**src/rtl/pwr_seq_ctrl.sv**
```systemverilog
// pwr_seq_ctrl - board power sequencer.
//
// Brings the rails up in the order VCORE -> P1V8 -> P3V3 -> P1V1 and then
// releases PCIe reset. One shared ms counter times every inter-rail delay and
// every power-good wait. Losing a confirmed power-good or timing out on one
// latches a fault. Dropping vcore_en walks the rails back down in reverse order.
//
// Ports:
//   sys_clk      in   system clock (50 MHz)
//   sys_rst_n    in   asynchronous active-low reset
//   ms_tick      in   one-cycle 1 ms pulse from the tick timer
//   vcore_en     in   power-on request (level)
//   vcore_pwrgd  in   VCORE power good
//   p1v8_pwrgd   in   P1V8 power good
//   p3v3_pwrgd   in   P3V3 power good
//   p1v1_pwrgd   in   P1V1 power good
//   p1v8_en      out  P1V8 enable
//   p3v3_en      out  P3V3 enable
//   p1v1_en      out  P1V1 enable
//   pcie_rst_n   out  PCIe reset, active low
//   pwr_ok       out  sequence complete
//   fault        out  fault latched
//   fault_code   out  0 none, 1..4 VCORE/P1V8/P3V3/P1V1 timeout, 5 power-good lost
//   seq_state    out  current state encoding
//
// Build option: define PWR_SEQ_AUTO_RETRY_EN to retry the sequence out of
// FAULT automatically, up to RETRY_MAX times, after RETRY_WAIT_MS.
module pwr_seq_ctrl #(
  parameter int CNT_W         = 11,
  parameter int DLY_1V8_MS    = 6,
  parameter int DLY_3V3_MS    = 6,
  parameter int DLY_1V1_MS    = 6,
  parameter int DLY_PERST_MS  = 10,
  parameter int PG_TIMEOUT_MS = 100,
  parameter int OFF_DLY_MS    = 2,
  parameter int RETRY_MAX     = 3,
  parameter int RETRY_WAIT_MS = 500
) (
  input  logic       sys_clk,
  input  logic       sys_rst_n,
  input  logic       ms_tick,
  input  logic       vcore_en,
  input  logic       vcore_pwrgd,
  input  logic       p1v8_pwrgd,
  input  logic       p3v3_pwrgd,
  input  logic       p1v1_pwrgd,
  output logic       p1v8_en,
  output logic       p3v3_en,
  output logic       p1v1_en,
  output logic       pcie_rst_n,
  output logic       pwr_ok,
  output logic       fault,
  output logic [2:0] fault_code,
  output logic [3:0] seq_state
);

  localparam logic [3:0] S_IDLE       = 4'd0;
  localparam logic [3:0] S_WAIT_VCORE = 4'd1;
  localparam logic [3:0] S_DLY_1V8    = 4'd2;
  localparam logic [3:0] S_WAIT_1V8   = 4'd3;
  localparam logic [3:0] S_DLY_3V3    = 4'd4;
  localparam logic [3:0] S_WAIT_3V3   = 4'd5;
  localparam logic [3:0] S_DLY_1V1    = 4'd6;
  localparam logic [3:0] S_WAIT_1V1   = 4'd7;
  localparam logic [3:0] S_DLY_PERST  = 4'd8;
  localparam logic [3:0] S_ON         = 4'd9;
  localparam logic [3:0] S_PWR_DOWN   = 4'd10;
  localparam logic [3:0] S_FAULT      = 4'd11;

  localparam logic [CNT_W-1:0] T_1V8     = CNT_W'(DLY_1V8_MS);
  localparam logic [CNT_W-1:0] T_3V3     = CNT_W'(DLY_3V3_MS);
  localparam logic [CNT_W-1:0] T_1V1     = CNT_W'(DLY_1V1_MS);
  localparam logic [CNT_W-1:0] T_PERST   = CNT_W'(DLY_PERST_MS);
  localparam logic [CNT_W-1:0] T_TIMEOUT = CNT_W'(PG_TIMEOUT_MS);
  localparam logic [CNT_W-1:0] T_OFF     = CNT_W'(OFF_DLY_MS);

  logic [3:0]       state, state_n;
  logic [CNT_W-1:0] cnt, cnt_n;
  logic             p1v8_n, p3v3_n, p1v1_n;
  logic [2:0]       code_n;
  logic             step_clr;
  logic             pg_lost, pg_wait;
  logic [2:0]       wait_code;
  logic [CNT_W-1:0] dly_sel;
  logic             retry_ok;

  // A power-good counts as confirmed once the state that waited for it has
  // been passed; from then on it must stay high until power-down or fault.
  always_comb begin
    pg_lost = 1'b0;
    if (state >= S_DLY_1V8 && state <= S_ON) begin
      pg_lost = !vcore_pwrgd
             || (state >= S_DLY_3V3   && !p1v8_pwrgd)
             || (state >= S_DLY_1V1   && !p3v3_pwrgd)
             || (state >= S_DLY_PERST && !p1v1_pwrgd);
    end
  end

  // Per-state selection of the awaited power-good, its timeout code and the
  // length of the delay state.
  always_comb begin
    pg_wait   = 1'b0;
    wait_code = 3'd0;
    dly_sel   = T_1V8;
    case (state)
      S_WAIT_VCORE: begin pg_wait = vcore_pwrgd; wait_code = 3'd1; end
      S_WAIT_1V8:   begin pg_wait = p1v8_pwrgd;  wait_code = 3'd2; end
      S_WAIT_3V3:   begin pg_wait = p3v3_pwrgd;  wait_code = 3'd3; end
      S_WAIT_1V1:   begin pg_wait = p1v1_pwrgd;  wait_code = 3'd4; end
      S_DLY_3V3:    dly_sel = T_3V3;
      S_DLY_1V1:    dly_sel = T_1V1;
      S_DLY_PERST:  dly_sel = T_PERST;
      default:      dly_sel = T_1V8;
    endcase
  end

`ifdef PWR_SEQ_AUTO_RETRY_EN
  localparam int RW = (RETRY_MAX > 0) ? $clog2(RETRY_MAX + 1) : 1;
  localparam logic [CNT_W-1:0] T_RETRY = CNT_W'(RETRY_WAIT_MS);

  logic [RW-1:0] retry_cnt;
  logic          retry_over;

  // Count FAULT entries; once the count would pass RETRY_MAX the sticky
  // over flag blocks further automatic retries until vcore_en drops.
  always_ff @(posedge sys_clk or negedge sys_rst_n) begin
    if (!sys_rst_n) begin
      retry_cnt  <= '0;
      retry_over <= 1'b0;
    end else if (!vcore_en || state_n == S_ON) begin
      retry_cnt  <= '0;
      retry_over <= 1'b0;
    end else if (state_n == S_FAULT && state != S_FAULT) begin
      if (retry_cnt == RW'(RETRY_MAX)) retry_over <= 1'b1;
      else retry_cnt <= retry_cnt + 1'b1;
    end
  end

  assign retry_ok = !retry_over && (cnt >= T_RETRY);
`else
  logic unused_retry;
  assign unused_retry = ^{RETRY_MAX, RETRY_WAIT_MS};
  assign retry_ok     = 1'b0;
`endif

  // Next-state logic. In every powered state a dropped vcore_en wins over
  // power-good loss and timeout, so a user power-off never reports a fault.
  always_comb begin
    state_n  = state;
    step_clr = 1'b0;
    code_n   = fault_code;
    p1v8_n   = p1v8_en;
    p3v3_n   = p3v3_en;
    p1v1_n   = p1v1_en;
    case (state)
      S_IDLE: if (vcore_en) state_n = S_WAIT_VCORE;
      S_WAIT_VCORE, S_WAIT_1V8, S_WAIT_3V3, S_WAIT_1V1: begin
        if (!vcore_en) state_n = S_PWR_DOWN;
        else if (pg_lost) begin state_n = S_FAULT; code_n = 3'd5; end
        else if (pg_wait) state_n = state + 4'd1;
        else if (cnt >= T_TIMEOUT) begin state_n = S_FAULT; code_n = wait_code; end
      end
      S_DLY_1V8, S_DLY_3V3, S_DLY_1V1, S_DLY_PERST: begin
        if (!vcore_en) state_n = S_PWR_DOWN;
        else if (pg_lost) begin state_n = S_FAULT; code_n = 3'd5; end
        else if (cnt >= dly_sel) state_n = state + 4'd1;
      end
      S_ON: begin
        if (!vcore_en) state_n = S_PWR_DOWN;
        else if (pg_lost) begin state_n = S_FAULT; code_n = 3'd5; end
      end
      S_PWR_DOWN: begin
        // Highest enabled rail goes first; rails that were never enabled are
        // simply not found, so they cost no delay.
        if (!(p1v8_en || p3v3_en || p1v1_en)) state_n = S_IDLE;
        else if (cnt >= T_OFF) begin
          step_clr = 1'b1;
          if (p1v1_en) p1v1_n = 1'b0;
          else if (p3v3_en) p3v3_n = 1'b0;
          else p1v8_n = 1'b0;
          if (!(p1v8_n || p3v3_n || p1v1_n)) state_n = S_IDLE;
        end
      end
      S_FAULT: begin
        if (!vcore_en) state_n = S_IDLE;
        else if (retry_ok) state_n = S_IDLE;
      end
      default: state_n = S_IDLE;
    endcase

    if (state_n == S_WAIT_1V8) p1v8_n = 1'b1;
    if (state_n == S_WAIT_3V3) p3v3_n = 1'b1;
    if (state_n == S_WAIT_1V1) p1v1_n = 1'b1;
    if (state_n == S_IDLE || state_n == S_FAULT) begin
      p1v8_n = 1'b0;
      p3v3_n = 1'b0;
      p1v1_n = 1'b0;
    end
    if (state_n != S_FAULT) code_n = 3'd0;
  end

  // The shared counter restarts on every state change and on each
  // power-down step, and saturates so a long stay in ON cannot wrap it.
  always_comb begin
    cnt_n = cnt;
    if (state_n != state || step_clr) cnt_n = '0;
    else if (ms_tick && cnt != '1) cnt_n = cnt + 1'b1;
  end

  // All outputs are registered from the next state so they change on the
  // same edge as the state itself.
  always_ff @(posedge sys_clk or negedge sys_rst_n) begin
    if (!sys_rst_n) begin
      state      <= S_IDLE;
      cnt        <= '0;
      p1v8_en    <= 1'b0;
      p3v3_en    <= 1'b0;
      p1v1_en    <= 1'b0;
      pcie_rst_n <= 1'b0;
      pwr_ok     <= 1'b0;
      fault      <= 1'b0;
      fault_code <= 3'd0;
    end else begin
      state      <= state_n;
      cnt        <= cnt_n;
      p1v8_en    <= p1v8_n;
      p3v3_en    <= p3v3_n;
      p1v1_en    <= p1v1_n;
      pcie_rst_n <= (state_n == S_ON);
      pwr_ok     <= (state_n == S_ON);
      fault      <= (state_n == S_FAULT);
      fault_code <= code_n;
    end
  end

  assign seq_state = state;

endmodule
```
**config.mk**
```make
export PLATFORM = sky130hd
export DESIGN_NAME = pwr_seq_ctrl
export DESIGN_NICKNAME = d
export VERILOG_FILES = /design/src/rtl/pwr_seq_ctrl.sv
export SDC_FILE = /design/constraint.sdc
export NUM_CORES = 1
export LEC_CHECK = 0
export ABC_AREA = 1
export CAP_MARGIN = 20
export CORE_ASPECT_RATIO = 1.25
export CORE_MARGIN = 2
export CORE_UTILIZATION = 30
export DETAILED_ROUTE_END_ITERATION = 6
export SLEW_MARGIN = 10
export SYNTH_ARGS = -nofsm -noshare
export SYNTH_HDL_FRONTEND = slang
export SYNTH_SLANG_ARGS = --single-unit
```
**constraint.sdc**
```tcl
create_clock -name sys_clk -period 7 [get_ports sys_clk]
set_clock_uncertainty 0.05 [all_clocks]
set_input_delay 1.4 -clock sys_clk [delete_from_list [all_inputs] [get_ports sys_clk]]
set_output_delay 1.4 -clock sys_clk [all_outputs]
set_load 0.01 [all_outputs]
```
; After elaboration in Yosys (flattened, before gate mapping)
; Cells that the tools add are included.
[totals]
ff_bits = 23
in_bits = 8
out_inout_bits = 13
[op_classes]
n_addsub = 2
order_cmp = 8
eq_ne = 24
muxes = 59
n_reduce_logical = 38
[op_table]
columns = cell, count
row1 = $mux W4, 15
row2 = $mux W1, 31
row3 = $reduce_bool A3 Y1, 10
row4 = $eq A4 B3 Y1 const B, 6
row5 = $eq A4 B4 Y1 const B, 6
row6 = $pmux W4 S6, 1
row7 = $mux W11, 2
row8 = $mux W3, 7
row9 = $eq A4 B2 Y1 const B, 3
row10 = $ne A4 B4 Y1 const B, 3
row11 = $pmux W3 S4, 1
row12 = $add A11 B1 Y11 const B, 1
row13 = $ge A11 B11 Y1, 1
row14 = $ge A11 B2 Y1 const B, 1
row15 = $ge A11 B7 Y1 const B, 1
row16 = $ne A11 B11 Y1 const B, 1
row17 = $logic_or A1 B1 Y1, 9
row18 = $reduce_and A3 Y1, 3
row19 = $ge A4 B3 Y1 const B, 2
row20 = $logic_not A4 Y1, 2
row21 = $reduce_or A4 Y1, 2
row22 = $ne A3 B1 Y1 const B, 2
row23 = $pmux W3 S2, 1
row24 = $reduce_and A6 Y1, 1
row25 = 12 further kinds, 19

; Longest topological paths before layout
[depth]
depth_word = 15
depth_mapped = 22
ltp_nobuf = 20

; Least setup slack after synthesis
; Ideal clock, no wire load.
[synth_path]
path_kind = in2reg
start = input p1v1_pwrgd
end = register cnt[1]
setup_ns = 0.069
arrival_time_ns = 2.660
slack_ns = 4.221
cell_stages = 13
n_path_buf = 1
path_cell_list = inv_1 > a21oi_2 > nand3_2 > a21oi_4 > nand3_1 > nand2_2 > inv_2 > o21ai_2 > nand2_1 > nor2_1 > nand2_1 > buf_6 > nor2_2
[synth_via]
elab_chain_len = 10
word_cells_on_any_way = 17
classes_between = eq/ne (1) / mux (11) / reduce/logical (5)
[synth_lines]
columns = item, line
row1 = from (decl), 46  ; input logic p1v1_pwrgd,
row2 = "parallel branches: the longest is 6 deep, another holds $pmux W1 S4", n/a
row3 = $pmux W4 S6 *, 155  ; case (state)
row4 = $ne A4 B4 Y1 *, 206  ; if (state_n != state || step_clr) cnt_n = '0;
row5 = $logic_or A1 B1 Y1 *, 206
row6 = $mux W11 or $reduce_bool A2 Y1 (tied branches), n/a
row7 = to (signal assigned), 225  ; cnt <= cnt_n;
row8 = to (decl), 78  ; logic [CNT_W-1:0] cnt, cnt_n;
; Mark *: on every way between the ends.
; A chain may end at the register's enable or synchronous reset.

; Worst setup path after layout
[layout_path]
start = input p1v1_pwrgd
end = register cnt[10]
; Same word-level chain as after synthesis.

==> results by group <==
Logic synthesis
  • Yosys top cell area share: 28.9%
  • Post-synthesis cell area: 0.00199 mm^2
  • Netlist cell types: 33
  • Top FF cell, synth: dfrtp_1
  • Sequential-to-total area share from yosys stat: 28.9%
  • Yosys top cell by area: dfrtp_1
  • Yosys warns: 0
  • EDFF count, synth: 0
  • Mapped Avg Cell Area: 6.71 um^2
  • Syn nets: 314
  • FFs w/ async S/R, synth: 100%
  • Top post-synthesis cells by area: dfrtp_1 29%, nand2_1 15%, nor2_1 7.3%, inv_1 6.2%, nand3_1 6.0%
  • Yosys reg bits: 23
  • Cells after synthesis: 297

Routing
  • DRC: 0
  • Initial DRC Count: 129
  • First-pass iteration count of the detailed router: 4
  • Routed Wire Length: 4760 um
  • Post-DR vias/cell: 4.72
  • WL/cell: 11.8 um
  • Antenna-violating nets left: 0
  • Routed vias: 1905

Power and ir drop
  • Logic pwr share: 67.1%
  • Clock group share of total power: 10.0%
  • Power per cell area: 355 mW/mm^2
  • Switching fraction of total power: 54.5%
  • Seq pwr share: 22.9%
  • Tot Pwr: 828 uW
  • Leakage: 1.14 nW
  • Internal: 377 uW
  • Net Switching: 451 uW
  • Worst VDD drop: 0.257 mV

Final layout
  • Filler cells: 708
  • Layout area overhead: 16.9%
  • # nets final: 335
  • N_diodes: 0
  • Share of layout cells above drive strength 1: 12.0%
  • Layout Cell Area excl Fill: 0.00233 mm^2
  • Fin util: 35.9%

GRT
  • GRT Total Usage: 13.9%
  • Remaining Overflow, GRT: 0
  • Global-route wire length before repair: 8430 um
  • Vias in the first global route: 1912
  • Initial antenna violation count: 0
  • Pin count of the biggest net entering global routing: 24

Timing
  • RSZ-0062 raised after global routing: no
  • Hold Vio Cnt, Final: 0
  • Post-route minimum period: 3.47 ns
  • Achievable frequency: 288 MHz
  • Worst-margin pin slew: 0.587 ns
  • Pins Over Slew Limit: 0
  • Max_slew headroom: 60.9%
  • Period utilization: 49.5%
  • Final TNS setup: 0 ns
  • Setup violators final: 0

Worst setup path
  • Req. time, crit path: 7.14 ns
  • FF-to-FF End: cnt[10]
  • Reg2reg setup slack: 3.66 ns
  • Crit. Startpoint: p1v1_pwrgd
  • Startpoint types: input pin
  • Worst Setup Path Type: in2reg
  • Crit path capture: cnt[10]
  • CP max-delay cell: clkdlybuf4s50_1
  • Reg-to-Reg Start: seq_state[1]
  • Crit path buf inv count: 3
  • CP endpoint kind: register
  • R2R depth: 17
  • Largest delay contributor family on the critical path: simple AND/OR/NAND/NOR gates
  • CP Max Fanout: 11
  • Worst-path cell chain: clkdlybuf4s50_1 -> inv_1 -> a21oi_2 -> nand3_2 -> a21oi_4 -> nand3_1 -> nand2_2 -> inv_2 -> o21ai_2 -> nand2_1 -> nor2_1 -> nand2_1 -> nor2_1
  • Crit path DAT: 3.61 ns
  • Delay of the slowest critical-path stage: 0.48 ns
  • WP depth: 13

Clock tree
  • Inserted Clock Buffers: 3
  • Post-CTS Setup Inserts: 0
  • CTS root buf: clkbuf_8
  • Hold buffer count at cts: 0
  • Clk buf depth: 2
  • CTS tree: done
  • H-tree lvl count: 1
  • Clock transition at path regs: 0.08 ns
  • CTS resizes: 0
  • CTS Sinks: 23
  • Clk_lat worst skew: 0.26 ns

Placed design
  • Post-DP HPWL: 3720 um
  • Placed Instance Area: 0.00225 mm^2
  • Buffers on Ports: 20
  • Routability cong.: 0.909

Floorplan
  • Num rows: 33
  • Die width: 76.9 um
  • Die Area: 0.00731 mm^2
  • I/O pin total: 21
  • Effective utilization at floorplan: 30.7%
  • Die Y-Extent: 95.1 um
  • Core area: 0.00648 mm^2

Worst hold path
  • Min-delay worst type: reg2reg

Outcome
  • Run status: finished, final reports clean

Flow run
  • Max-cap violations: 0
-- worst register-to-register path: stages (launching register included) --
cell and delay [ns]:
dfrtp_1 0.59, inv_1 0.20, ha_1 0.24, nand3_1 0.18, inv_1 0.11, ha_1 0.28, nand2_1 0.06, nand2_1 0.04
nand2_1 0.13, nand2_1 0.14, o21ai_0 0.22, nand3b_1 0.17, nand2_2 0.09, nand2_1 0.06, nand3_1 0.08, nor2_1 0.11
nand2_1 0.34, nor2_1 0.20
-- registers in the layout (all words and copies together) (netlist names) --
name        cells
cnt            11
seq_state       4
fault_code      3
fault           1
p1v1_en         1
p1v8_en         1
p3v3_en         1
pwr_ok          1
-- synthesized netlist by cell type, types with 2 or more instances --
master	n
a21oi_1	10
nor3_1	3
inv_2	5
nand4_1	8
xor2_1	6
nor2_2	12
xnor2_1	3
buf_6	3
nor3b_1	3
nand2_1	80
nand3_1	24
nand2_2	5
o21ai_0	10
dfrtp_1	23
a21boi_0	2
nor2_1	39
nand3_2	2
ha_1	9
nand2_4	3
inv_1	33
nand3b_1	2
-- power groups by stage --
stage / Sequential [mW] / Combinational [mW] / Clock (mW)
after floorplan: 0.177 / 0.450 / 0
after global placement: 0.193 / 0.551 / 0
after detailed placement: 0.191 / 0.552 / 0
after CTS: 0.189 / 0.555 / 0.0847
after global routing: 0.194 / 0.631 / 0.0914
final: 0.190 / 0.555 / 0.0826
-- cells in the final DEF, fill, tap and decap left out, types with 6 or more instances in the layout --
master and n:
inv_1 33, nand4_1 8, nor2_2 12, nand3_1 24, nor2_1 39, xor2_1 6
a21oi_1 10, o21ai_0 10, clkdlybuf4s50_1 20, ha_1 9, dfrtp_1 23, nand2_1 80
-- area by class of cell --
type / instances / area [um^2] / share of cell area (%)
clock inverters: 1 / 5.00 / 0.215
flip-flops and latches: 23 / 576 / 24.7
well taps: 87 / 109 / 4.67
repair buffers: 21 / 228 / 9.78
multi-input cells: 231 / 1230 / 52.7
clock buffers: 3 / 41.3 / 1.77
inverters: 38 / 143 / 6.13
-- worst min-delay path by stage --
stage | from | end | slack (ns) | depth (start not counted)
6_report | fault_code[2] | fault_code[2] | 0.48 | 2
5_1_grt | fault_code[1] | fault_code[1] | 0.52 | 2
4_1_cts | fault_code[2] | fault_code[2] | 0.49 | 2
3_5_place_dp | fault_code[2] | fault_code[2] | 0.47 | 2
3_3_place_gp | fault_code[1] | fault_code[1] | 0.46 | 2
2_1_floorplan | fault_code[1] | fault_code[1] | 0.50 | 2
-- layer usage --
metal  vias to the layer above  routed length [um]  track usage, %
met3                        10                 167            1.70
li1                        985                   -               -
met2                        43                2270            24.3
met1                       867                2210            16.9
met4                         0                 115            7.27
met5                         -                   0               0
-- per-stage QoR --
step / worst slack (ns) / hold slack [ns] / std cells
after CTS: 3.49 / 0.486 / 403
after floorplan: 4.22 / 0.504 / 297
after global routing: 3.20 / 0.519 / 404
after detailed placement: 3.21 / 0.468 / 399
final: 3.53 / 0.480 / 404
after global placement: 3.25 / 0.459 / 399
-- cell families (layout without fill, tap and decap cells) --
group                      count (synthesis)  after routing  share of synthesized area [%]
AOI/OAI and AO/OA                         29             29                           9.05
xor gates and xnor gates                   9              9                           3.96
adders and majority gates                  9              9                           5.65
buffers and inverters                     43             63                           9.48
DFF                                       23             23                           28.9
and+or+nand+nor                          184            184                           43.0
Note: power is estimated with default switching activity, not from simulation.
